### src/rtl/bfp_block_exponent_sequencer.sv
// Block floating-point exponent sequencer: collects BLOCK_SIZE exponents, then drains per-element shifts
// relative to the block maximum. Optional macro BFP_SHIFT_SATURATE_EN clamps shifts to SHIFT_LIMIT.
module bfp_block_exponent_sequencer #(
  parameter int EXPONENT_WIDTH = 8,
  parameter int BLOCK_SIZE     = 16,
  parameter int SHIFT_LIMIT    = 15
) (
  input  logic                             clk,
  input  logic                             rst_n,
  input  logic                             in_valid,
  output logic                             in_ready,
  input  logic signed [EXPONENT_WIDTH-1:0] in_exponent,
  output logic                             out_valid,
  input  logic                             out_ready,
  output logic        [EXPONENT_WIDTH-1:0] out_shift,
  output logic signed [EXPONENT_WIDTH-1:0] out_exponent_big,
  output logic                             out_last
);

  localparam int CNT_W = $clog2(BLOCK_SIZE);
  localparam logic [CNT_W-1:0] LAST_IDX = CNT_W'(BLOCK_SIZE - 1);

  if (BLOCK_SIZE < 2 || BLOCK_SIZE > 256 || SHIFT_LIMIT < 0) begin : g_bad_params
    $error("bfp_block_exponent_sequencer: BLOCK_SIZE must be 2..256 and SHIFT_LIMIT non-negative");
  end

  typedef enum logic {
    COLLECT = 1'b0,
    DRAIN   = 1'b1
  } state_t;

  state_t                             state_q, state_d;
  logic        [CNT_W-1:0]            wr_cnt_q, wr_cnt_d;
  logic        [CNT_W-1:0]            rd_cnt_q, rd_cnt_d;
  logic signed [EXPONENT_WIDTH-1:0]   run_max_q, run_max_d;
  logic signed [EXPONENT_WIDTH-1:0]   blk_max_q, blk_max_d;
  logic signed [EXPONENT_WIDTH-1:0]   cand_max;
  logic        [EXPONENT_WIDTH-1:0]   buffer_q [BLOCK_SIZE];
  logic        [EXPONENT_WIDTH-1:0]   rd_elem;
  logic        [EXPONENT_WIDTH-1:0]   raw_shift;
  logic                               in_fire;

  assign in_fire = in_ready && in_valid;

  // First element of a block loads unconditionally; ties keep the stored value.
  always_comb begin
    cand_max = run_max_q;
    if (wr_cnt_q == '0 || in_exponent > run_max_q) begin
      cand_max = in_exponent;
    end
  end

  always_ff @(posedge clk or negedge rst_n) begin
    if (!rst_n) begin
      state_q   <= COLLECT;
      wr_cnt_q  <= '0;
      rd_cnt_q  <= '0;
      run_max_q <= '0;
      blk_max_q <= '0;
    end else begin
      state_q   <= state_d;
      wr_cnt_q  <= wr_cnt_d;
      rd_cnt_q  <= rd_cnt_d;
      run_max_q <= run_max_d;
      blk_max_q <= blk_max_d;
    end
  end

  // Element storage carries no reset so it maps onto RAM; counters guarantee no stale reads.
  always_ff @(posedge clk) begin
    if (in_fire) begin
      buffer_q[wr_cnt_q] <= in_exponent;
    end
  end

  always_comb begin
    state_d   = state_q;
    wr_cnt_d  = wr_cnt_q;
    rd_cnt_d  = rd_cnt_q;
    run_max_d = run_max_q;
    blk_max_d = blk_max_q;
    in_ready  = 1'b0;
    out_valid = 1'b0;
    out_last  = 1'b0;
    case (state_q)
      COLLECT: begin
        in_ready = 1'b1;
        if (in_valid) begin
          run_max_d = cand_max;
          if (wr_cnt_q == LAST_IDX) begin
            wr_cnt_d  = '0;
            blk_max_d = cand_max;
            state_d   = DRAIN;
          end else begin
            wr_cnt_d = wr_cnt_q + 1'b1;
          end
        end
      end
      DRAIN: begin
        out_valid = 1'b1;
        out_last  = (rd_cnt_q == LAST_IDX);
        if (out_ready) begin
          if (rd_cnt_q == LAST_IDX) begin
            rd_cnt_d = '0;
            state_d  = COLLECT;
          end else begin
            rd_cnt_d = rd_cnt_q + 1'b1;
          end
        end
      end
      default: state_d = COLLECT;
    endcase
  end

  // The maximum is never below any element, so the modulo EXPONENT_WIDTH-bit
  // difference equals the exact (EXPONENT_WIDTH+1)-bit difference.
  assign rd_elem   = buffer_q[rd_cnt_q];
  assign raw_shift = blk_max_q - rd_elem;

  always_comb begin
    out_shift = '0;
    if (state_q == DRAIN) begin
`ifdef BFP_SHIFT_SATURATE_EN
      if (32'(raw_shift) > SHIFT_LIMIT) begin
        out_shift = EXPONENT_WIDTH'(SHIFT_LIMIT);
      end else begin
        out_shift = raw_shift;
      end
`else
      out_shift = raw_shift;
`endif
    end
  end

  assign out_exponent_big = blk_max_q;

endmodule

### config.mk
export PLATFORM = sky130hd
export DESIGN_NAME = bfp_block_exponent_sequencer
export DESIGN_NICKNAME = d
export VERILOG_FILES = /design/src/rtl/bfp_block_exponent_sequencer.sv
export SDC_FILE = /design/constraint.sdc
export NUM_CORES = 1
export LEC_CHECK = 0
export BUFFER_PORTS_ARGS = -buffer_cell sky130_fd_sc_hd__buf_2
export CAP_MARGIN = 40
export CELL_PAD_IN_SITES_DETAIL_PLACEMENT = 1
export CELL_PAD_IN_SITES_GLOBAL_PLACEMENT = 1
export CORE_UTILIZATION = 50
export DETAILED_ROUTE_END_ITERATION = 8
export PLACE_DENSITY_LB_ADDON = 0.1
export SKIP_CTS_REPAIR_TIMING = 1
export SLEW_MARGIN = 20
export SYNTH_ARGS = -nofsm -noshare
export SYNTH_HDL_FRONTEND = slang
export SYNTH_SLANG_ARGS = --single-unit
### constraint.sdc
create_clock -name clk -period 5.7 [get_ports clk]
set_input_delay 0.855 -clock clk [delete_from_list [all_inputs] [get_ports clk]]
set_output_delay 0.855 -clock clk [all_outputs]
set_load 0.01 [all_outputs]
Word-level counts from Yosys, hierarchy flattened
Memories as Yosys holds them, arrays and structs flattened.
Index checks and enable logic that the tools add are counted.
W data, S select, Z words.
- ROM bits: 0
- register bits after elaboration: 25
- latch bits: 0
- output and inout port bits: 19
- memory bits (writable): 128
- memories kept: 1
- memory list (name ; words ; bits a word ; read ports ; clocked after memory_dff ; write ports ; line ; text):
    buffer_q ; 16 ; 8 ; 1 ; 0 ; 1 ; 38 ; logic [EXPONENT_WIDTH-1:0] buffer_q [BLOCK_SIZE];
- bitwise logic cells: 1
- reductions and logical operators: 6
- shift operators: 0
- multiply operators: 0
- multiplexer cells: 14
- add/subtract/negate cells: 3
- divide/modulo/power cells: 0
- equal/unequal tests: 2
- magnitude comparators: 1
- operator list (operator ; count):
    $mux W8 ; 2
    $mux W1 ; 9
    $add A4 B1 Y4 const B ; 2
    $eq A4 B4 Y1 const B ; 2
    $gt A8 B8 Y1 ; 1
    $mux W4 ; 2
    $sub A8 B8 Y8 ; 1
    $logic_not A4 Y1 ; 1
    $reduce_and A2 Y1 ; 2
    $reduce_and A3 Y1 ; 1
    $pmux W1 S2 ; 1
    $logic_and A1 B1 Y1 ; 1
    $logic_or A1 B1 Y1 ; 1
    $not A1 Y1 ; 1

Depth between registers and ports, before layout
Gate-level depths: netlist of the first run.
- word-level depth: 4
- mapped depth: 13
- mapped depth without buffers: 11

Worst setup path before layout of the first run
Ideal clock, no wire load.
- path kind: register -> output
- start: reg rd_cnt_q[0]
- end: out out_shift[7]
- cell stages (with the launch flop): 13
- setup slack: 1799 ps
- buffers on the path: 2
- required time: 4845 ps
- arrival: 3046 ps
- cells stage by stage: dfrtp_1 buf_2 buf_2 mux4_2 mux4_2 inv_1 ha_1 nor2b_1 o211ai_1 nand3_1 a31oi_1 xnor2_1 nor2_1
- longest elaborated chain between the ends: 3
- ends and longest elaborated chain (what ; line ; text):
    start: declaration ; 34 ; logic [CNT_W-1:0] rd_cnt_q, rd_cnt_d;
    start signal: assignment ; 63 ; rd_cnt_q <= rd_cnt_d;
    $mem_v2 Z16 W8 ; -- ;
    $sub A8 B8 Y8 ; 118 ; assign raw_shift = blk_max_q - rd_elem;
    $mux W8 ; 122 ; if (state_q == DRAIN) begin
    end: declaration ; 15 ; output logic [EXPONENT_WIDTH-1:0] out_shift,
Every way passes these cells.

Worst setup path in the final report of the first run
- start: reg rd_cnt_q[0]
- end: out out_shift[5]
Same word-level chain as after synthesis.

==> summary.md, run 1 <==
| Metric | Value |
|---|---|
| Status | complete, no violations |
| DR WL met3 | 926 um |
| Commonest cells after routing, fill and taps aside | 128 x edfxtp_1, 39 x mux4_2, 30 x buf_2, 24 x dfrtp_1 |
| Post-synth EDFFs | 128 |
| M1 WL | 5.91 mm |
| GRT Util Overall | 0.236 |
| IO Count | 31 |
| Core area | 12800 um2 |
| Starting Density | 0.520 |
| Sink Count | 153 |
| Required time of the critical path | 4.85 ns |
| Clock transition at path regs | 0.06 ns |
| Clock buffer depth | 2 |
| Largest family of logic cells by synthesized area | multiplexers |
| Leak | 2.80 nW |
| VDD IR max | 210 uV |
| Fmax | 217 MHz |
| Metal2 WL | 7.72 mm |
| R2R Setup Slk | 3.02 ns |
| Tmin final | 4.61 ns |
| Final hold vios | 0 |
| Post-Synth Adder-Cell Area | 0.0424 |
| Drt wl/cell | 24.4 um |
| First-pass DRT Iterations | 4 |
| Critical path endpoint category | primary output |
| Total power | 3.85 mW |
| Syn Std Cell Area | 6670 um2 |
| Fin crit share | 0.810 |
| Worst Setup SP | rd_cnt_q[0]$_DFFE_PN0P_ |
| PortBufs | 30 |
| HPWL Detailed | 9.96 mm |
| Max_slew headroom | 0.528 |
| Synth Area in XOR/XNOR | 0.0105 |
| Vias in the first global route | 3780 |
| Highest routed metal layer | met4 |
| Class of the worst hold path | input pin to asynchronous set/reset pin |
| Rows | 41 |
| Share of cells above drive strength 1 | 0.268 |
| Final GP Congestion | 0.800 |
| Final setup fails | 0 |
| DRC viols | 0 |
| Synth area leaders | edfxtp_1 58%, mux4_2 13%, dfrtp_1 9.4%, ha_1 3.9%, and2_1 1.7% |
| # diodes | 0 |
| Post-Syn Nets | 417 |
| Filler instances | 1186 |
| Largest net degree at the start of global routing | 37 |
| Commonest non-fill, non-tap cell in the layout | edfxtp_1 |
| Worst Path Arrival | 3.76 ns |
| Terminus of the critical flop-to-flop path | out_exponent_big[0]$_DFFE_PN0P_ |
| Routed WL | 14.8 mm |
| Worst-Skew Late Latency | 0.42 ns |
| Vias | 3455 |
| Syn-to-layout area delta | 13.9% |
| R2r startpoint | run_max_q[7]$_DFFE_PN0P_ |
| Compound-Gate Fraction of Synth Area | 0.0341 |
| Total CTS buffers | 17 |
| Antenna viol nets, final | 0 |
| Synth async-reset ratio | 0.163 |
| First-pass GRT wire length | 23.1 mm |
| Sequential area share after synthesis | 0.670 |
| Startpoint type of the worst setup path | flop |
| Crit path max fanout | 16 |
| Final nets | 458 |
| Max Cap Violations | 0 |
| Vias per cell | 5.68 |
| CTS tree | done |
| Total number of yosys warnings | 0 |
| Post-Route Skew | 0.00543 ns |
| R2R depth | 8 |
| Top cell type's share of synthesized area | 0.576 |
| Initial DRC count | 285 |
| Avg Cell Area, Syn | 17.4 um2 |
| Post-synth top area cell | edfxtp_1 |
| Kind of critical path | flop to primary output |
| Slew Viols, Final | 0 |
| Synth unique cells | 39 |
| Pwr dens | 506 nW/um2 |
| Die area | 13800 um2 |
| Clk root buf | clkbuf_16 |
| Synth Register Bits | 153 |
| Die Y | 117 um |
| Mapped Cells | 383 |
| Antenna violations before repair | 0 |
| CTS H-Tree Depth | 4 |
| Predominant post-synthesis flop cell | edfxtp_1 |
| Grt ovf | 0 |
| Post-synthesis simple-gate area fraction | 0.0585 |
| Worst slew pin tran | 0.707 ns |
| Sum of negative setup slack | 0 ns |
| Die width | 117 um |
| Final core utilization | 0.592 |
| RSZ-0062 raised after global routing | no |
| Post-synthesis mux area share | 0.163 |
flip-flops by register name, indices dropped and copies added (netlist names):
| name | count |
|---|---|
| buffer_q | 128 |
| out_exponent_big | 8 |
| rd_cnt_q | 4 |
| run_max_q | 8 |
| state_q | 1 |
| wr_cnt_q | 4 |
worst max-delay path by stage:
stage                    to  slack (ns)
2_1_floorplan  out_shift[7]        1.80
3_3_place_gp   out_shift[6]        1.36
3_5_place_dp   out_shift[6]        1.51
4_1_cts        out_shift[5]        1.01
5_1_grt        out_shift[5]        0.82
6_report       out_shift[5]        1.09
logic make-up (layout without fill, tap and decap cells):
logic type,Yosys count,count (layout)
simple gates,71,71
compound gates,35,35
flops,153,153
mux,59,59
fa+ha+maj,22,22
buf+inv,35,88
xor+xnor,8,8
per-stage QoR:
stage / instance area, um2 / hold WS, ns / setup slack, ns / instances
final: 7590 / 0.453 / 1.09 / 608
after global routing: 7590 / 0.500 / 0.821 / 608
after CTS: 7590 / 0.452 / 1.01 / 608
after detailed placement: 7040 / 0.525 / 1.51 / 577
after global placement: 7000 / 0.521 / 1.36 / 575
after floorplan: 6670 / 0.503 / 1.80 / 383
power by group:
group / internal, mW / switching [mW]
sequential: 1.32 / 0.135
clock: 0.637 / 0.430
combinational: 0.646 / 0.678
total: 2.60 / 1.24
Yosys cell counts, types with 2 or more instances:
cell / count
edfxtp_1: 128
xor2_1: 3
nand3_1: 7
a211oi_1: 2
nor3b_1: 2
buf_1: 2
xnor2_1: 5
a21oi_1: 16
clkbuf_1: 5
and3_1: 2
dfrtp_1: 25
a21o_1: 3
nor2b_1: 3
nand2_1: 10
ha_1: 21
nor2_1: 17
and2b_1: 2
buf_2: 6
inv_1: 21
mux4_2: 39
mux2_2: 9
mux2i_1: 11
o21ai_0: 8
and2_1: 18
nor3_1: 4
critical path, stage by stage, from the launching register on:
cell and delay [ns]:
dfrtp_2 0.63, buf_12 0.24, mux4_2 0.50, mux4_2 0.49, inv_1 0.13, ha_1 0.24, nor2b_1 0.14, o211ai_1 0.29
nand3b_1 0.13, a21oi_1 0.20, xor2_1 0.16, nor2_1 0.05, buf_2 0.14
cell type report:
class                           instances  area (um2)  area share
Sequential cell                       153        4470       0.589
Clock inverter                         13         129      0.0170
Clock buffer                           18         429      0.0565
Tap cell                              172         215      0.0283
Multi-Input combinational cell        195        2060       0.271
Timing Repair Buffer                   35         208      0.0273
Inverter                               22        82.6      0.0109
per-layer routing:
layer | up-vias | track usage
li1 | 1567 | -
met1 | 1769 | 0.310
met2 | 101 | 0.386
met3 | 18 | 0.0562
met4 | 0 | 0.0817
met5 | - | 0
No activity file was read; power rests on OpenSTA's default activity.
==> run 2: changes to the inputs <==
CORE_UTILIZATION = 48   (was 50)
clock period = 3.8 ns   (was 5.7 ns; I/O delays follow)
==> run 2 against run 1 <==
The flow now finishes with violations (setup timing). Critical path depth up 1. Hold slack worse by 0.29 ns. Power rose by 55%. Combinational power rose by 79%. Highest routed layer unchanged.
==> summary.md, run 2 (synthesized netlist as in run 1, its figures left out) <==
| Metric | Value |
|---|---|
| CP peak stage delay | 0.51 ns (-0.12 ns) |
| Max FFs per register | 128 (unchanged) |
| Vias per cell | 5.67 (-0.19%) |
| Worst Path Arrival | 3.41 ns (-0.35 ns) |
| VDD IR max | 363 uV (+72%) |
| Failing checks | setup timing |
| Critical Path Slowest Stage Cell | mux4_2 |
| Tmin final | 3.98 ns |
| Slew Viols, Final | 0 (unchanged) |
| Crit-path leading delay family | multiplexers |
| Final GP Congestion | 0.788 (-1.5%) |
| Max_slew headroom | 0.535 (+0.00655) |
| Class of the worst hold path | input pin to asynchronous set/reset pin |
| Share of cells above drive strength 1 | 0.325 (+0.0569) |
| Routed WL | 15.0 mm (+1.4%) |
| First-pass GRT wire length | 22.6 mm (-1.9%) |
| Max Cap Violations | 0 (unchanged) |
| Final hold vios | 0 (unchanged) |
| Kind of critical path | flop to primary output |
| Post-Route Skew | 0.0117 ns (+0.00631 ns) |
| Worst-Skew Late Latency | 0.42 ns (about the same) |
| Vias | 3579 (+3.6%) |
| Clock transition at path regs | 0.07 ns (about the same) |
| First-pass DRT Iterations | 5 (+1) |
| GRT Util Overall | 0.226 (-0.00956) |
| Clk root buf | clkbuf_16 |
| CP Cell Sequence | buf_12 -> buf_4 -> mux4_2 -> mux4_2 -> inv_2 -> ha_1 -> a21o_1 -> a21oi_2 -> o21bai_1 -> a21oi_1 -> xor2_1 -> nor2_1 -> buf_2 |
| Final core utilization | 0.582 (-0.0104) |
| Die Y | 120 um (+2.0%) |
| Biggest register | buffer_q |
| Initial DRC count | 286 (+0.35%) |
| Crit path max fanout | 9 (-7) |
| Antenna viol nets, final | 0 (unchanged) |
| Most used cell, CP | mux4_2 |
| Sink Count | 153 (unchanged) |
| PortBufs | 30 (unchanged) |
| CTS H-Tree Depth | 4 (unchanged) |
| Buf/Inv on CP | 4 (+1) |
| Antenna violations before repair | 0 (unchanged) |
| DRC viols | 0 (unchanged) |
| Largest net degree at the start of global routing | 37 (unchanged) |
| Pwr dens | 765 nW/um2 (+51%) |
| Die width | 120 um (+2.0%) |
| CTS tree | done |
| RSZ-0062 raised after global routing | yes |
| Grt ovf | 0 (unchanged) |
| IO Count | 31 (unchanged) |
| Commonest cells after routing, fill and taps aside | 128 x edfxtp_1, 39 x mux4_2, 30 x buf_2, 24 x dfrtp_1, 19 x ha_1 |
| HPWL Detailed | 10.1 mm (+1.0%) |
| Status | finished, violations left |
| Fin worst setup slack | -0.184 ns (-1.27 ns) |
| Startpoint type of the worst setup path | flop |
| Fmax | 251 MHz |
| Rows | 42 (+2.4%) |
| Final setup fails | 5 (+5) |
| Vias in the first global route | 3794 (+0.37%) |
| Worst slew pin tran | 0.698 ns (-0.00983 ns) |
| Commonest non-fill, non-tap cell in the layout | edfxtp_1 |
| Core area | 13400 um2 (+4.5%) |
| Required time of the critical path | 3.23 ns (-1.62 ns) |
| Total power | 5.96 mW (+55%) |
| Fin crit share | 1.05 |
| Clock buffer depth | 2 (unchanged) |
| Syn-to-layout area delta | 16.9% |
| Total CTS buffers | 17 (unchanged) |
| Drt wl/cell | 23.8 um (-2.3%) |
| Leak | 2.90 nW (+3.6%) |
| Critical path endpoint category | primary output |
| # diodes | 0 (unchanged) |
| Starting Density | 0.498 (-0.0223) |
| Final nets | 477 (+4.1%) |
| Die area | 14400 um2 (+4.1%) |
| Filler instances | 1215 (+2.4%) |
run 2: cell count changes in the layout (fill, tap and decap cells not counted), sizes merged:
cell and delta:
inv -1, clkinv +3, buf +18, clkbuf +1
bufinv -2
run 2: power breakdown:
part           total, mW  switching, mW  leakage, nW  internal [mW]
clock               1.47          0.648        0.247          0.821
combinational       2.36           1.16         1.19           1.20
sequential          2.13          0.152         1.47           1.98
total               5.96           1.96         2.90           4.00
run 2: final cells by class:
class | count | area [um2] | area share
clock buffers | 18 | 429 | 0.0550
clock inverters | 13 | 81.3 | 0.0104
inverters | 22 | 82.6 | 0.0106
multi-input cells | 195 | 2100 | 0.270
flip-flops and latches | 153 | 4470 | 0.573
well taps | 176 | 220 | 0.0282
repair buffers | 54 | 409 | 0.0525
run 2: layer usage:
| metal | up-vias | wire length (um) | GRT usage |
|---|---|---|---|
| li1 | 1603 | - | - |
| met1 | 1896 | 6480 | 0.298 |
| met2 | 69 | 7920 | 0.379 |
| met3 | 11 | 474 | 0.0413 |
| met4 | 0 | 172 | 0.0766 |
| met5 | - | 0 | 0 |
run 2: metrics by stage:
stage	instance area [um2]	setup TNS, ns	setup WS (ns)	instances	hold WS [ns]
after floorplan	6670	0	0.184	383	0.274
after global placement	7130	0	0.306	589	0.525
after detailed placement	7130	0	0.212	589	0.529
after CTS	7640	-0.766	-0.253	620	0.176
after global routing	7800	-1.26	-0.325	631	0.212
final	7800	-0.553	-0.184	631	0.165
run 2: worst paths after layout:
path                                           from                               to  slack, ns  cells after the start
min in group clk                          out_ready          rd_cnt_q[2]$_DFFE_PN0P_       0.48                      3
max in group asynchronous                     rst_n          rd_cnt_q[0]$_DFFE_PN0P_       3.19                      1
hold / removal                                rst_n         run_max_q[6]$_DFFE_PN0P_       0.16                      1
setup / recovery            rd_cnt_q[0]$_DFFE_PN0P_                     out_shift[6]      -0.18                     13
setup reg to reg           run_max_q[7]$_DFFE_PN0P_  out_exponent_big[1]$_DFFE_PN0P_       1.21                      8
hold reg to reg            run_max_q[3]$_DFFE_PN0P_         run_max_q[3]$_DFFE_PN0P_       0.55                      1
